## src/rtl/pwm_multi_pkg.sv

```systemverilog
// Shared register map constants and bus helpers for the multi-channel PWM slave.
package pwm_multi_pkg;

    localparam int unsigned REG_CTRL   = 0;
    localparam int unsigned REG_POL    = 1;
    localparam int unsigned REG_STATUS = 2;
    localparam int unsigned REG_IRQ_EN = 3;
    localparam int unsigned CH_BASE    = 4;
    localparam int unsigned CH_STRIDE  = 2;

    function automatic int addr_w(input int unsigned num_ch);
        return $clog2(CH_BASE + CH_STRIDE * num_ch);
    endfunction

    function automatic logic [31:0] be_mask(input logic [3:0] be);
        logic [31:0] mask;
        mask = '0;
        for (int k = 0; k < 4; k++) begin
            mask[8*k +: 8] = {8{be[k]}};
        end
        return mask;
    endfunction

    function automatic logic [31:0] merge(input logic [31:0] old, input logic [31:0] wdata,
                                          input logic [3:0] be);
        return (old & ~be_mask(be)) | (wdata & be_mask(be));
    endfunction

endpackage

```

## src/rtl/pwm_multi_avalon_channel.sv

```systemverilog
// One PWM channel: active period/duty reload at the period boundary, counter, raw level.
module pwm_channel #(
    parameter int unsigned      CNT_W          = 32,
    parameter logic [CNT_W-1:0] DEFAULT_PERIOD = '0,
    parameter logic [CNT_W-1:0] DEFAULT_DUTY   = '0
) (
    input  logic             clk,
    input  logic             rst_n,
    input  logic             enable,
    input  logic [CNT_W-1:0] per_s,
    input  logic [CNT_W-1:0] duty_s,
    output logic             raw,
    output logic             wrap
);

    logic [CNT_W-1:0] cnt_q, cnt_d;
    logic [CNT_W-1:0] per_a_q, per_a_d;
    logic [CNT_W-1:0] duty_a_q, duty_a_d;
    logic             running;

    // A zero period parks the channel exactly like a disabled one.
    assign running = enable && (per_a_q != '0);
    assign wrap    = running && (cnt_q == per_a_q - CNT_W'(1));
    assign raw     = running && (cnt_q < duty_a_q);

    always_comb begin
        cnt_d    = cnt_q + CNT_W'(1);
        per_a_d  = per_a_q;
        duty_a_d = duty_a_q;
        if (!running || wrap) begin
            cnt_d    = '0;
            per_a_d  = per_s;
            duty_a_d = duty_s;
        end
    end

    always_ff @(posedge clk or negedge rst_n) begin
        if (!rst_n) begin
            cnt_q    <= '0;
            per_a_q  <= DEFAULT_PERIOD;
            duty_a_q <= DEFAULT_DUTY;
        end else begin
            cnt_q    <= cnt_d;
            per_a_q  <= per_a_d;
            duty_a_q <= duty_a_d;
        end
    end

endmodule

```

## src/rtl/pwm_multi_avalon.sv

```systemverilog
// Multi-channel PWM behind an Avalon-MM slave: register file, decode, status/IRQ, polarity.
module pwm_multi_avalon
    import pwm_multi_pkg::*;
#(
    parameter int unsigned NUM_CH         = 4,
    parameter int unsigned CNT_W          = 32,
    parameter int unsigned DEFAULT_PERIOD = 500000,
    parameter int unsigned DEFAULT_DUTY   = 250000
) (
    input  logic                      csi_clk,
    input  logic                      rsi_rst_n,
    input  logic                      avs_s0_chipselect,
    input  logic                      avs_s0_read,
    input  logic                      avs_s0_write,
    input  logic [addr_w(NUM_CH)-1:0] avs_s0_address,
    input  logic [3:0]                avs_s0_byteenable,
    input  logic [31:0]               avs_s0_writedata,
    output logic [31:0]               avs_s0_readdata,
    output logic                      ins_irq,
    output logic [NUM_CH-1:0]         coe_pwm_out
);

    localparam logic [CNT_W-1:0] DEF_PER  = CNT_W'(DEFAULT_PERIOD);
    localparam logic [CNT_W-1:0] DEF_DUTY = CNT_W'(DEFAULT_DUTY);

    logic [NUM_CH-1:0] ctrl_q, ctrl_d, pol_q, pol_d, status_q, status_d, irq_en_q, irq_en_d;
    logic [NUM_CH-1:0] status_clr, raw, wrap, pwm_q;
    logic [CNT_W-1:0]  per_s_q [NUM_CH];
    logic [CNT_W-1:0]  per_s_d [NUM_CH];
    logic [CNT_W-1:0]  duty_s_q [NUM_CH];
    logic [CNT_W-1:0]  duty_s_d [NUM_CH];
    logic [31:0]       readdata_q, rdata, addr;
    logic              wr, rd;

    assign wr   = avs_s0_chipselect && avs_s0_write;
    assign rd   = avs_s0_chipselect && avs_s0_read;
    assign addr = 32'(avs_s0_address);

    always_comb begin
        ctrl_d     = ctrl_q;
        pol_d      = pol_q;
        irq_en_d   = irq_en_q;
        status_clr = '0;
        for (int unsigned i = 0; i < NUM_CH; i++) begin
            per_s_d[i]  = per_s_q[i];
            duty_s_d[i] = duty_s_q[i];
        end
        if (wr) begin
            case (addr)
                REG_CTRL:   ctrl_d   = NUM_CH'(merge(32'(ctrl_q), avs_s0_writedata,
                                                     avs_s0_byteenable));
                REG_POL:    pol_d    = NUM_CH'(merge(32'(pol_q), avs_s0_writedata,
                                                     avs_s0_byteenable));
                REG_STATUS: status_clr = NUM_CH'(avs_s0_writedata & be_mask(avs_s0_byteenable));
                REG_IRQ_EN: irq_en_d = NUM_CH'(merge(32'(irq_en_q), avs_s0_writedata,
                                                     avs_s0_byteenable));
                default: begin
                    for (int unsigned i = 0; i < NUM_CH; i++) begin
                        if (addr == CH_BASE + CH_STRIDE * i) begin
                            per_s_d[i] = CNT_W'(merge(32'(per_s_q[i]), avs_s0_writedata,
                                                      avs_s0_byteenable));
                        end
                        if (addr == CH_BASE + CH_STRIDE * i + 1) begin
                            duty_s_d[i] = CNT_W'(merge(32'(duty_s_q[i]), avs_s0_writedata,
                                                       avs_s0_byteenable));
                        end
                    end
                end
            endcase
        end
        // A wrap in the same cycle as a clear keeps the flag set.
        status_d = (status_q & ~status_clr) | wrap;
    end

    always_comb begin
        rdata = '0;
        case (addr)
            REG_CTRL:   rdata = 32'(ctrl_q);
            REG_POL:    rdata = 32'(pol_q);
            REG_STATUS: rdata = 32'(status_q);
            REG_IRQ_EN: rdata = 32'(irq_en_q);
            default: begin
                for (int unsigned i = 0; i < NUM_CH; i++) begin
                    if (addr == CH_BASE + CH_STRIDE * i)     rdata = 32'(per_s_q[i]);
                    if (addr == CH_BASE + CH_STRIDE * i + 1) rdata = 32'(duty_s_q[i]);
                end
            end
        endcase
    end

    always_ff @(posedge csi_clk or negedge rsi_rst_n) begin
        if (!rsi_rst_n) begin
            ctrl_q     <= '0;
            pol_q      <= '0;
            status_q   <= '0;
            irq_en_q   <= '0;
            pwm_q      <= '0;
            readdata_q <= '0;
            for (int unsigned i = 0; i < NUM_CH; i++) begin
                per_s_q[i]  <= DEF_PER;
                duty_s_q[i] <= DEF_DUTY;
            end
        end else begin
            ctrl_q   <= ctrl_d;
            pol_q    <= pol_d;
            status_q <= status_d;
            irq_en_q <= irq_en_d;
            pwm_q    <= raw;
            if (rd) readdata_q <= rdata;
            for (int unsigned i = 0; i < NUM_CH; i++) begin
                per_s_q[i]  <= per_s_d[i];
                duty_s_q[i] <= duty_s_d[i];
            end
        end
    end

    for (genvar i = 0; i < NUM_CH; i++) begin : g_ch
        pwm_channel #(
            .CNT_W          (CNT_W),
            .DEFAULT_PERIOD (DEF_PER),
            .DEFAULT_DUTY   (DEF_DUTY)
        ) u_ch (
            .clk    (csi_clk),
            .rst_n  (rsi_rst_n),
            .enable (ctrl_q[i]),
            .per_s  (per_s_q[i]),
            .duty_s (duty_s_q[i]),
            .raw    (raw[i]),
            .wrap   (wrap[i])
        );
    end

    assign avs_s0_readdata = readdata_q;
    assign coe_pwm_out     = pwm_q ^ pol_q;
    assign ins_irq         = |(status_q & irq_en_q);

endmodule

```

## config.mk

```make
export PLATFORM = sky130hd
export DESIGN_NAME = pwm_multi_avalon
export DESIGN_NICKNAME = d
export VERILOG_FILES = /design/src/rtl/pwm_multi_pkg.sv /design/src/rtl/pwm_multi_avalon_channel.sv /design/src/rtl/pwm_multi_avalon.sv
export SDC_FILE = /design/constraint.sdc
export NUM_CORES = 1
export LEC_CHECK = 0
export BUFFER_PORTS_ARGS = -buffer_cell sky130_fd_sc_hd__buf_2
export CAP_MARGIN = 40
export CORE_MARGIN = 5
export CORE_UTILIZATION = 55
export DETAILED_ROUTE_END_ITERATION = 16
export HOLD_SLACK_MARGIN = 0.1
export PLACE_DENSITY = 0.72
export SLEW_MARGIN = 5
export SYNTH_ARGS = -nofsm -noshare
export SYNTH_HDL_FRONTEND = slang
export SYNTH_HIERARCHICAL = 1
export SYNTH_SLANG_ARGS = --single-unit
export TNS_END_PERCENT = 10
```

## constraint.sdc

```tcl
create_clock -name csi_clk -period 4.79 [get_ports csi_clk]
set_input_delay 0.958 -clock csi_clk [delete_from_list [all_inputs] [get_ports csi_clk]]
set_output_delay 0.958 -clock csi_clk [all_outputs]
set_load 0.02 [all_outputs]
```

==> reports/results.ini <==
[timing]
tightest_slew_ns=0.907
drv_slew=0
slew_headroom_pct=39.5
max_freq_mhz=255
period_minus_slack_ns=3.92
hold_slack_ns=0.379
finalCritPeriodShare_pct=81.9
fin_setup_tns_ns=0
finClkSkew_ns=0.0273
rsz0062_at_grt=no
finalSetupViolations=0
final-hold-violation-count=0

[pwr]
total_power_mw=17.3
p_leak_nw=19.5
p_per_area_nw_per_um2=409
max-vdd-ir-drop_uv=301

[finish]
areaGrowthSynthToFinish_pct=9.82
final_layout_size_suffix_gt1_share_pct=27.4
layout_commonest_cell=dfrtp_1
final_area_um2=42400
fin_util_pct=60.8
layout_common_cells=dfrtp_1 (580), mux2_2 (485), xnor2_1 (185)
finalNetCount=3643

[clock_tree]
clockRootBuffer=clkbuf_16
htreeDepth=3
ctsResizeCount=0
cts.sinks=692
numCtsBuffers=76
clock_latency_ns=0.64
cts_setup_buffers=0
clock_path_buffers=3
clkTransAtPathRegs_ns=0.06
hold_buffers=0
cts_tree=done

[global_route]
grt_use_met2_pct=44.7
met3_usage_pct=5.60
grt_pass1_vias=26847
gr-max-usage-layer=met2
grt_usage_pct=29.5
grt_max_degree=101
grt_use_met1_pct=43.3
gr-total-overflow=0
antenna_found_initial=7
grt_pass1_wl_mm=170

[routing]
firstDrtPassIters=6
via_per_inst=6.27
post_drt_wl_per_cell_um=25.1
drt_iter0_markers=3127
via_count=27977
wl_mm=112
ant_nets=0
drc_errors=0

[flow_run]
max_cap_violations=0

[setup_path]
crit_fanout=35
worstReg2RegStart=g_ch[3].u_ch/per_a_q[2]
worstPathCellList=nor4_1 > and4_1 > a21oi_1 > a211o_1 > a31oi_1 > a211oi_1 > a21oi_4 > buf_12 > mux2_2
end_kind=flip-flop
crit_family=compound AO/OA/AOI/OAI gates
crit_type=reg -> reg
crit_start=g_ch[3].u_ch/per_a_q[2]
worstPathArrival_ns=4.44
cpPeakStageDelay_ns=0.69
critPathBufInv=1
start_kind=flip-flop
critPathRequiredTime_ns=5.30
rrSetupSlack_ns=0.87
slowest_stage=a21oi_4

[floorplanning]
initial_core_util_pct=55.3
ioPinCount=82
fp.dieW_um=275
die_y_um=275
coreArea_um2=69800
num_rows=97
die-area_um2=75600

[logic_synthesis]
synth_nets=3597
mappedNetlistArea_um2=38600
synth-seq-area-share_pct=45.2
yosysWarnings=6
syn_avg_cell_area_um2=11.3
async_reset_ff_share_pct=100
synth_top_area_share_pct=37.6
yosys_register_bits=692
ys_types=95
synth_edf_count=0
ys.flop_type=dfrtp_1
synth_area_leaders=dfrtp_1 (38%), mux2_2 (14%), dfstp_2 (7.6%)
yosysTopAreaCell=dfrtp_1
syn_inst=3416

[worst_hold_path]
hold_class=in -> async

[status]
status=complete, no violations

[placement]
post-dp-hpwl_mm=83.3
place_congestion=0.986
placed_cell_area_um2=39900
port_buffers=81

[worst register-to-register path, stage by stage (launching register included)]
cell      delay [ns]
dfrtp_1         0.48
nor4_1          0.67
and4_1          0.55
a21oi_1         0.17
a211o_1         0.29
a31oi_1         0.17
a211oi_1        0.10
a21oi_4         0.69
buf_12          0.31
mux2_2          0.39
[metrics by stage]
stage	setup WS, ns	instances
5_1_grt	0.652	4463
4_1_cts	0.899	4463
6_report	0.866	4465
3_3_place_gp	0.967	4321
3_5_place_dp	0.914	4324
2_1_floorplan	1.34	3416
[final cells by class]
| type | instances | area [um2] |
|---|---|---|
| antenna | 2 | 5.00 |
| clock buffer | 111 | 2190 |
| clock inverter | 28 | 354 |
| fill | 5609 | 27400 |
| inverter | 148 | 556 |
| multi-input combinational | 2424 | 19800 |
| sequential | 692 | 17500 |
| tap | 940 | 1180 |
| timing repair buffer | 120 | 842 |
[synth_stat cells (10+ instances only)]
master / n
a211oi_1: 18
a21o_1: 57
a21oi_1: 60
a22oi_1: 10
a31oi_1: 14
and2_1: 123
and3_1: 28
and4_1: 20
buf_2: 63
buf_4: 15
buf_6: 13
clkbuf_1: 53
dfrtp_1: 580
dfstp_2: 112
ha_1: 136
inv_1: 147
mux2_1: 14
mux2_2: 485
mux2_4: 31
mux2i_1: 73
nand2_1: 163
nand2b_1: 23
nand3_1: 72
nand3b_1: 16
nand4_1: 63
nor2_1: 144
nor2b_1: 30
nor3_1: 48
nor3b_1: 31
nor4_1: 55
nor4b_1: 10
o2111ai_1: 17
o211ai_1: 27
o21a_1: 22
o21ai_0: 94
o221a_2: 10
o22ai_1: 26
o31ai_1: 11
or2_2: 12
or3_1: 26
or4_1: 21
xnor2_1: 185
xor2_1: 89
[logic make-up after synthesis]
group,after synthesis,share of synthesized area [%]
simple gates,973,14.8
flops,692,45.2
mux,608,18.0
compound gates,433,7.87
buf+inv,300,3.56
xor+xnor,274,6.22
fa+ha+maj,136,4.41
[worst paths after layout]
check                                             end  cells after the start
setup / recovery             g_ch[3].u_ch/per_a_q[14]                      9
hold / removal               g_ch[0].u_ch/per_a_q[11]                      1
setup reg to reg             g_ch[3].u_ch/per_a_q[14]                      9
hold reg to reg                   avs_s0_readdata[11]                      2
max in group asynchronous  asynchronous set/reset pin                      3
min in group csi_clk              avs_s0_readdata[11]                      2
[layer usage]
layer  vias up  wire length, um
met5         -               27
met4         4             3420
met3       177            10200
met2      1171            49400
met1     14195            49000
li1      12430                -
[power breakdown]
group          leakage [nW]  switching [mW]  internal (mW)  total [mW]
clock                  1.24            2.51           3.48        6.00
sequential             8.96           0.926           6.67        7.60
combinational          9.34            2.04           1.71        3.75
total                  19.5            5.47           11.9        17.3
No activity file was read; power rests on OpenSTA's default activity.
